## config.mk

```make
export PLATFORM = sky130hd
export DESIGN_NAME = mem_stage
export DESIGN_NICKNAME = d
export VERILOG_FILES = /design/src/rtl/mem_stage.sv
export SDC_FILE = /design/constraint.sdc
export NUM_CORES = 1
export LEC_CHECK = 0
export ABC_CLOCK_PERIOD_IN_PS = 2550
export CORE_UTILIZATION = 46
export CTS_BUF_LIST = sky130_fd_sc_hd__clkbuf_8
export CTS_CLUSTER_SIZE = 40
export DETAILED_ROUTE_END_ITERATION = 7
export GPL_TIMING_DRIVEN = 0
export PLACE_DENSITY = 0.83
export SYNTH_ARGS = -nofsm -noshare
export SYNTH_HDL_FRONTEND = slang
export SYNTH_SLANG_ARGS = --single-unit
```

## constraint.sdc

```tcl
create_clock -name clk -period 2.55 [get_ports clk]
set_clock_uncertainty 0.1 [all_clocks]
set_input_delay 0.51 -clock clk [delete_from_list [all_inputs] [get_ports clk]]
set_output_delay 0.51 -clock clk [all_outputs]
set_load 0.01 [all_outputs]
```

## src/rtl/mem_stage.sv

```systemverilog
// MIPS32 memory-access stage: word loads/stores over a req/ack data bus,
// pipeline stall generation, bus timeout detection and the MEM/WB register.
module mem_stage #(
   parameter int unsigned TIMEOUT = 16
) (
   input  logic        clk,
   input  logic        rst,
   input  logic        mem_reg_wr,
   input  logic        mem_mem_wr,
   input  logic        mem_mem_rd,
   input  logic [31:0] mem_alu_result,
   input  logic [31:0] mem_wdata,
   input  logic [4:0]  mem_waddr,
   output logic        stall_req,
   output logic        dbus_req,
   output logic        dbus_we,
   output logic [31:0] dbus_addr,
   output logic [31:0] dbus_wdata,
   input  logic        dbus_ack,
   input  logic [31:0] dbus_rdata,
   output logic        wb_reg_wr,
   output logic [4:0]  wb_waddr,
   output logic [31:0] wb_wdata,
   output logic        addr_err,
   output logic        bus_err
);

   localparam int unsigned CNT_W = 8;
   localparam int unsigned DATA_W = 32;
   localparam int unsigned REG_W = 5;

   localparam logic [1:0] IDLE = 2'd0;
   localparam logic [1:0] BUSY = 2'd1;
   localparam logic [1:0] DONE = 2'd2;

   logic [1:0]        state, state_nxt;
   logic [CNT_W-1:0]  cnt, cnt_nxt;
   logic [DATA_W-1:0] rdata_q, rdata_nxt;
   logic              tmo, tmo_nxt;
   logic              stall_c;

   logic              req_nxt, we_nxt;
   logic [DATA_W-1:0] addr_nxt, wdata_nxt;
   logic              wb_reg_wr_nxt;
   logic [REG_W-1:0]  wb_waddr_nxt;
   logic [DATA_W-1:0] wb_wdata_nxt;
   logic              addr_err_nxt, bus_err_nxt;

   logic access, is_store, is_load, misaligned;

   // A store wins when both read and write are flagged.
   assign access     = mem_mem_rd | mem_mem_wr;
   assign is_store   = mem_mem_wr;
   assign is_load    = mem_mem_rd & ~mem_mem_wr;
   assign misaligned = (mem_alu_result[1:0] != 2'b00);

   assign stall_req = stall_c & ~rst;

   // Next-state and next-output logic.
   always_comb begin
      state_nxt     = state;
      cnt_nxt       = cnt;
      rdata_nxt     = rdata_q;
      tmo_nxt       = tmo;
      req_nxt       = dbus_req;
      we_nxt        = dbus_we;
      addr_nxt      = dbus_addr;
      wdata_nxt     = dbus_wdata;
      wb_reg_wr_nxt = wb_reg_wr;
      wb_waddr_nxt  = wb_waddr;
      wb_wdata_nxt  = wb_wdata;
      addr_err_nxt  = 1'b0;
      bus_err_nxt   = 1'b0;
      stall_c       = 1'b0;

      case (state)
         IDLE: begin
            if (!access) begin
               wb_reg_wr_nxt = mem_reg_wr;
               wb_waddr_nxt  = mem_waddr;
               wb_wdata_nxt  = mem_alu_result;
            end else if (misaligned) begin
               wb_reg_wr_nxt = 1'b0;
               addr_err_nxt  = 1'b1;
            end else begin
               stall_c       = 1'b1;
               req_nxt       = 1'b1;
               we_nxt        = is_store;
               addr_nxt      = mem_alu_result;
               wdata_nxt     = mem_wdata;
               cnt_nxt       = '0;
               tmo_nxt       = 1'b0;
               wb_reg_wr_nxt = 1'b0;
               state_nxt     = BUSY;
            end
         end
         BUSY: begin
            stall_c       = 1'b1;
            wb_reg_wr_nxt = 1'b0;
            // An ack in the last permitted cycle still counts as success.
            if (dbus_ack) begin
               req_nxt   = 1'b0;
               rdata_nxt = dbus_rdata;
               state_nxt = DONE;
            end else if (cnt == CNT_W'(TIMEOUT - 1)) begin
               req_nxt   = 1'b0;
               tmo_nxt   = 1'b1;
               state_nxt = DONE;
            end else begin
               cnt_nxt = cnt + CNT_W'(1);
            end
         end
         DONE: begin
            wb_waddr_nxt = mem_waddr;
            state_nxt    = IDLE;
            if (tmo) begin
               wb_reg_wr_nxt = 1'b0;
               bus_err_nxt   = 1'b1;
            end else begin
               wb_reg_wr_nxt = mem_reg_wr;
               wb_wdata_nxt  = is_load ? rdata_q : mem_alu_result;
            end
         end
         default: state_nxt = IDLE;
      endcase
   end

   // State and output registers; reset abandons any outstanding transaction.
   always_ff @(posedge clk) begin
      if (rst) begin
         state      <= IDLE;
         cnt        <= '0;
         rdata_q    <= '0;
         tmo        <= 1'b0;
         dbus_req   <= 1'b0;
         dbus_we    <= 1'b0;
         dbus_addr  <= '0;
         dbus_wdata <= '0;
         wb_reg_wr  <= 1'b0;
         wb_waddr   <= '0;
         wb_wdata   <= '0;
         addr_err   <= 1'b0;
         bus_err    <= 1'b0;
      end else begin
         state      <= state_nxt;
         cnt        <= cnt_nxt;
         rdata_q    <= rdata_nxt;
         tmo        <= tmo_nxt;
         dbus_req   <= req_nxt;
         dbus_we    <= we_nxt;
         dbus_addr  <= addr_nxt;
         dbus_wdata <= wdata_nxt;
         wb_reg_wr  <= wb_reg_wr_nxt;
         wb_waddr   <= wb_waddr_nxt;
         wb_wdata   <= wb_wdata_nxt;
         addr_err   <= addr_err_nxt;
         bus_err    <= bus_err_nxt;
      end
   end

endmodule

```

=== Word-level counts from Yosys, hierarchy flattened ===
Cells that the tools add are included.

* Eq/ne operators: 11
* Bitwise operators: 9
* Add/sub/neg operators: 1
* Muxes and demuxes: 34
* Reduce and logical (&&, ||, !) cells: 15

{| class="wikitable"
|+ Operator list
! cell !! count
|-
| 2-to-1 mux 32 bit || 3
|-
| one-hot mux 32 bit (2 select lines) || 1
|-
| 2-to-1 mux 8 bit || 4
|-
| one-hot mux 8 bit (2 select lines) || 1
|-
| 2-to-1 mux 1 bit || 14
|-
| != test 2 bit (second input constant) || 7
|-
| one-hot mux 5 bit (2 select lines) || 1
|-
| AND reduction 5 bit || 2
|-
| AND reduction 3 bit || 3
|-
| adder 8 x 1 -> 8 bit (second input constant) || 1
|-
| == test 8 x 4 -> 1 bit (second input constant) || 1
|-
| 2-to-1 mux 2 bit || 4
|-
| inverter 1 bit || 6
|-
| one-hot mux 1 bit (2 select lines) || 3
|-
| nonzero test 2 bit || 3
|-
| 2-to-1 mux 5 bit || 1
|-
| one-hot mux 2 bit (2 select lines) || 1
|-
| AND reduction 2 bit || 2
|-
| AND reduction 4 bit || 1
|-
| != test 3 bit (second input constant) || 1
|-
| one-hot mux 1 bit (3 select lines) || 1
|-
| nonzero test 3 bit || 1
|-
| OR reduction 3 bit || 1
|-
| AND 1 bit || 2
|-
| 5 further kinds || 5
|}

* Logic and storage cells: 83
* Register bits after elaboration: 149
* Output and inout port bits: 107
* Bits of input ports: 107

=== Longest topological paths before layout ===
* Word-level depth: 5
* Gate-level depth with buffers: 8
* Mapped depth without buffers: 6

=== Worst setup path after synthesis ===
No wires, ideal clock.

* Path type: register to output
* From: reg state[0]
* To: out stall_req
* Arrival: 1.532 ns
* Buffers on the path: 1
* Path slack: 0.408 ns
* Required time: 1.940 ns
* Stages on the path, launching flop included: 8
* Path through: dfxtp_1 -> inv_1 -> ha_1 -> o21ai_1 -> nor3_1 -> clkbuf_1 -> nor2_1 -> nor2_1

* Word-level cells in the longest chain between the ends: 3
* Elaborated cells between the ends (all ways): 4

{| class="wikitable"
|+ Ends and longest elaborated chain
! what !! RTL line !! source
|-
| start: declaration || 36 || <nowiki>logic [1:0] state, state_nxt;</nowiki>
|-
| start signal: assignment || 145 || <nowiki>state <= state_nxt;</nowiki>
|-
| == test 2 x 1 -> 1 bit / logical NOT 2 bit (equally long branches) || 76 || <nowiki>case (state)</nowiki>
|-
| one-hot mux 1 bit (2 select lines) (*) || 76 ||
|-
| AND 1 bit (*) || 57 || <nowiki>assign stall_req = stall_c & ~rst;</nowiki>
|-
| end: declaration || 14 || <nowiki>output logic stall_req,</nowiki>
|}

Every way passes the cells marked *; elsewhere a longest branch is shown, timed or not.

=== Final worst setup path ===
Ends and elaborated chain as after synthesis.

==> metrics.txt <==
GRT Total Usage=0.277; Pleak=around 3.3 nW; final worst-path cycle share=0.965; worst setup margin=approximately 0.09 ns; antenna violations before repair=0; Placer Congestion=roughly 0.9; required time of the worst setup path=a little under 2 ns; fraction of layout cells with a size suffix above 1=0.0640; worst slew pin tran=between 0.7 and 0.8 ns; residual DRC count=0; Initial Util=0.477; Reg clk slew, reported paths=about 0.080 ns; Warnings, synthesis=0; first-pass GRT wire length=27.6 mm; # diodes=0; Post-Place Setup Slack=-0.870 ns; Synth Register Bits=~150; Syn Area/Cell=between 8 and 9 µm²; clk buf depth=2; Layout Nets=1037; top cell type by total area after synthesis=dfxtp_1; root buf cell=clkbuf_8; Synth Area in XOR/XNOR=0; max frequency=roughly 410 MHz; area fraction in and, or, nand and nor cells after synthesis=0.208; H-tree depth=4; latest clock arrival within the worst-skew pair=0.45 ns; die area=roughly 13000 µm²; fin. max-slew vios=0; post-synth cell types=38; FFs w/ async S/R, synth=0; # rows=40; outcome=complete, no violations; VDD IR-drop max=approximately 0.34 mV; number of hold buffers added after CTS=0; Die Span Y=around 110 µm; mux share of post-synthesis cell area=0.0641; TNS Setup=0 ns; antenna-violating nets left=0; crit path max fanout=3; mean number of vias per cell=5.09; Area growth syn-to-layout=48.9%; CTS tree=yes; worst path arrival time=between 1.5 and 2 ns; post-synth design cell area=roughly 5800 µm²; final core occ=0.711; critical path class=flip-flop to output pin; Slew HR=0.517; CP Capture Type=output pin; total gr overflow=0; count leader, synth=nand2_1; Synth Area in Adders=0.0108; Post-Layout Cell Count=between 1000 and 1500; Post-synth EDFFs=0; pwr/cell area=602 nW/µm²; vias in the first global route=5339; final hold viol count=0; Synth Flop Type=dfxtp_1; fillers=1018; startpoint types=flip-flop; Pre-antenna DRT Iters=8; complex-gate fraction of the synthesized area=0.162; Routed wire per std cell=~16 µm; HPWL after detailed placement=around 13 mm; Syn Inst Count=between 600 and 700; Commonest cells post-synth=193 x nand2_1, 149 x dfxtp_1, 100 x a21oi_1; Post-Syn Nets=804; largest net degree at the start of global routing=17; Via Count=5626; drt initial violations=approximately 340; Die W=114 µm; CTS Buf Count=17; CORE AREA=between 10000 and 15000 µm²; routed wire length=between 15 and 20 mm; IO buf count=around 210; post-route minimum period=2.46 ns; largest family of logic cells by synthesized area=simple AND/OR/NAND/NOR gates; Tightest Hold Check Type=flip-flop to flip-flop; Synth area leaders=dfxtp_1 52%, nand2_1 13%, a21oi_1 8.7%; Hold WS=between 0.3 and 0.4 ns; Placed Cells=approximately 1100; Final Setup Violations=0; Max-cap violations=0; IO Count=about 210; Synth top area share=0.516; register area share after synthesis=0.516; CTS Sinks=roughly 150
-- where the power goes --
group          internal (mW)  leakage (nW)  switching [mW]
Combinational          0.437          1.83           0.404
Clock                  0.988         0.217           0.852
Sequential              2.44          1.21          0.0595
-- cell type report --
type	instances	area, µm²	area share
tap	168	210	0.0244
clock inverter	10	104	0.0121
inverter	2	7.51	0.000872
timing repair buffer	215	2150	0.250
buffer	51	240	0.0279
multi-input combinational	489	2610	0.303
sequential	149	2980	0.347
clock buffer	22	303	0.0352
-- placed cells by master (no fill, tap or decap), types with 3 or more instances in the layout --
cell type        instances
a31oi_1                  9
and2_1                   4
clkbuf_8                24
mux2i_1                 37
nand4_1                  4
clkinv_2                 4
a21oi_1                100
o21ai_0                 10
nor3_1                   5
nand3b_1                 6
nand2_1                193
a211oi_1                32
nor2_1                  44
clkbuf_1                33
nand3_1                 10
nand2b_1                 5
nor3b_1                  3
buf_4                    7
ha_1                     3
clkdlybuf4s50_1        207
buf_2                   10
dfxtp_1                148
-- stage by stage --
stage          total power, mW  instance area [µm²]
2_1_floorplan             2.89                 5780
3_3_place_gp              3.36                 8110
3_5_place_dp              3.37                 8110
4_1_cts                   5.21                 8590
5_1_grt                   5.39                 8610
6_report                  5.18                 8610
-- critical path, cell delays in order (launching register included) --
cell and delay, ns:
dfxtp_1 0.37, inv_2 0.11, ha_4 0.14, o21ai_2 0.08, nor3_4 0.18, clkbuf_8 0.17
nor2_1 0.03, nor2_1 0.08, clkdlybuf4s15_2 0.24
-- repair_timing --
item / in CTS / in global routing
endpoints found under the setup margin: 11 / 1
pin swaps: 2 / 1
buffers inserted: 3 / 0
gates resized for setup: 22 / 5
-- worst paths after layout --
kind              endpoint  cells past startpoint       start  slack [ns]
max              stall_req                      8    state[0]        0.09
min             rdata_q[1]                      2  rdata_q[1]        0.35
max reg2reg  dbus_addr[21]                      8    state[0]        0.10
min reg2reg     rdata_q[1]                      2  rdata_q[1]        0.35
-- cell families (layout without fill, tap and decap cells) --
family	count (synthesis)	after routing
flops	149	149
simple gates	286	286
compound gates	161	161
fa+ha+maj	5	5
mux	37	37
buf+inv	54	300
-- metal layers --
metal | wire length (µm) | share of wire | global-route usage
met4 | 394 | 0.023 | 0.118
met1 | 7250 | 0.41 | 0.330
met5 | 0 | 0 | 0
met3 | 1460 | 0.083 | 0.0783
met2 | 8410 | 0.48 | 0.467
-- state kept, by name (all words and copies together) (netlist names) --
name        flops
bus_err         1
dbus_wdata     32
rdata_q        32
addr_err        1
wb_wdata       32
dbus_addr      32
wb_waddr        5
state           2
dbus_req        1
dbus_we         1
tmo             1
cnt             8
wb_reg_wr       1
No activity file was read; power rests on OpenSTA's default activity.
==> RTL change (same settings) <==
Set the localparam `CNT_W` to 6 (it was 8).
--- a/src/rtl/mem_stage.sv
+++ b/src/rtl/mem_stage.sv
@@ -26,5 +26,5 @@
 );
 
-   localparam int unsigned CNT_W = 8;
+   localparam int unsigned CNT_W = 6;
    localparam int unsigned DATA_W = 32;
    localparam int unsigned REG_W = 5;
Formal check against the unedited RTL: same outputs for any inputs over 4 cycles, from zero or initial values and one cycle with rst high; that may be too few to reach the edited logic, so the function may still have changed.
==> RTL change against the original RTL <==
- sequential cell count is 2 lower
- critical path depth increased by 8
- wire length down 5.2%
- total power up 3.5%
- area after synthesis down 2.7%
- final area shrank 1.3%
- synthesized cell count down 3.5%
- clock power rose by 7%
- setup slack worse by 0.020 ns
==> RTL change: results (changes against the original RTL) <==
status = finished clean
largest net degree at the start of global routing = 20 (+3)
Yosys cell types = 36 (-5.3%)
number of fillers in the final layout = 983 (-3.4%)
type of the worst min-delay path = reg2reg
CTS H-tree lvls = 4 (unchanged)
Final Hold Viols = 0 (unchanged)
DR pass1 iterations = 5 (-3)
gr usage total = 26.9% (-0.82 points)
CTS Buffer Depth = 2 (unchanged)
CTS buffer count = 17 (unchanged)
First DRT Iteration DRCs = 255 (-25%)
Clk pin slew, worst setup/hold paths = 0.08 ns (about the same)
total wire length = 16.6 mm (-5.2%)
post-DP HPWL = 11.9 mm (-4.9%)
Leak = 0.00330 uW (+1.1%)
Yosys top cell area share = 52.3% (+0.74 points)
vias in the first global route = 5,304 (-0.66%)
Slew @ Worst Pin = 0.612 ns (-0.108 ns)
synth warn = 0 (unchanged)
Placed Area = 7930 um^2 (-2.3%)
initial antenna violation count = 0 (unchanged)
number of diodes = 0 (unchanged)
met2 routed WL = 8.08 mm (-4.0%)
slowest stage delay, CP = 0.37 ns (about the same)
vias per cell = 5.11 (+0.41%)
GR Util met3 = 6.64% (-1.2 points)
Net count, final = 1,021 (-1.5%)
WL met3 = 1.08 mm (-26%)
GPL Wtd Cong = 0.842 (-6.3%)
syn nets = 780 (-3.0%)
Max IR drop VDD = 0.311 mV (-9.7%)
Synth Instances = 668 (-3.5%)
Seq/Total Area, Yosys = 52.3% (+0.74 points)
share of layout cells above drive strength 1 = 8.03% (+1.6 points)
Area contributors post-synth = dfxtp_1 52%, nand2_1 13%, a21oi_1 8.8%
M2 GR Usage = 47.0% (+0.25 points)
routed via count = 5,455 (-3.0%)
GR Layer Usage met1 = 31.3% (-1.7 points)
CP max stage cell = dfxtp_4
first-pass GRT wire length = 26.5 mm (-3.9%)
Met1 Routed Length = 7.11 mm (-1.8%)
worst-path fanout max = 10 (+7)
Post-synth top cells = 194 x nand2_1, 147 x dfxtp_1, 99 x a21oi_1
-- RTL change: kinds of logic (layout without fill, tap and decap cells) --
kind of cell,Yosys count,in the layout,synth area share [%]
compound gates,155,155,16.1
fa+ha+maj,5,5,1.11
buf+inv,53,306,4.18
flops,147,147,52.3
mux,37,37,6.59
simple gates,271,271,19.7
-- RTL change: cell type report --
| class | count | area share [%] |
|---|---|---|
| Clock inverter | 13 | 2.16 |
| Multi-Input combinational cell | 468 | 29.0 |
| Clock buffer | 18 | 2.92 |
| Buffer | 49 | 2.87 |
| Timing Repair Buffer | 223 | 26.0 |
| Tap cell | 147 | 2.16 |
| Sequential cell | 147 | 34.7 |
| Inverter | 3 | 0.133 |
-- RTL change: where the power goes --
group	internal, uW	switching [uW]	total [uW]	leakage (uW)
Clock	1090	875	1960	0.000216
Sequential	2420	63.8	2480	0.00120
Combinational	487	432	919	0.00188
Total	3990	1370	5360	0.00330
-- RTL change: repair_timing --
item	CTS	global route
setup endpoints to repair	1	53
pin swaps	1	3
setup buffers	9	2
resized for setup	17	17
hold buffers	0	0
-- RTL change: worst paths after layout --
path                 startpoint        endpoint  slack, ns  cells past startpoint
setup reg to reg       state[0]  dbus_wdata[15]       0.07                     16
hold reg to reg   dbus_wdata[5]   dbus_wdata[5]       0.35                      2
hold / removal    dbus_wdata[5]   dbus_wdata[5]       0.35                      2
setup / recovery       state[0]  dbus_wdata[15]       0.07                     16
-- RTL change: metrics by stage --
stage | util (%) | setup slack [ns] | total power (uW)
2_1_floorplan | - | 0.463 | 2910
6_report | 71.0 | 0.0708 | 5360
3_3_place_gp | 66.3 | -0.788 | 3400
5_1_grt | 71.0 | -0.0170 | 5600
3_5_place_dp | 66.3 | -0.808 | 3420
4_1_cts | 70.7 | 0.00593 | 5390
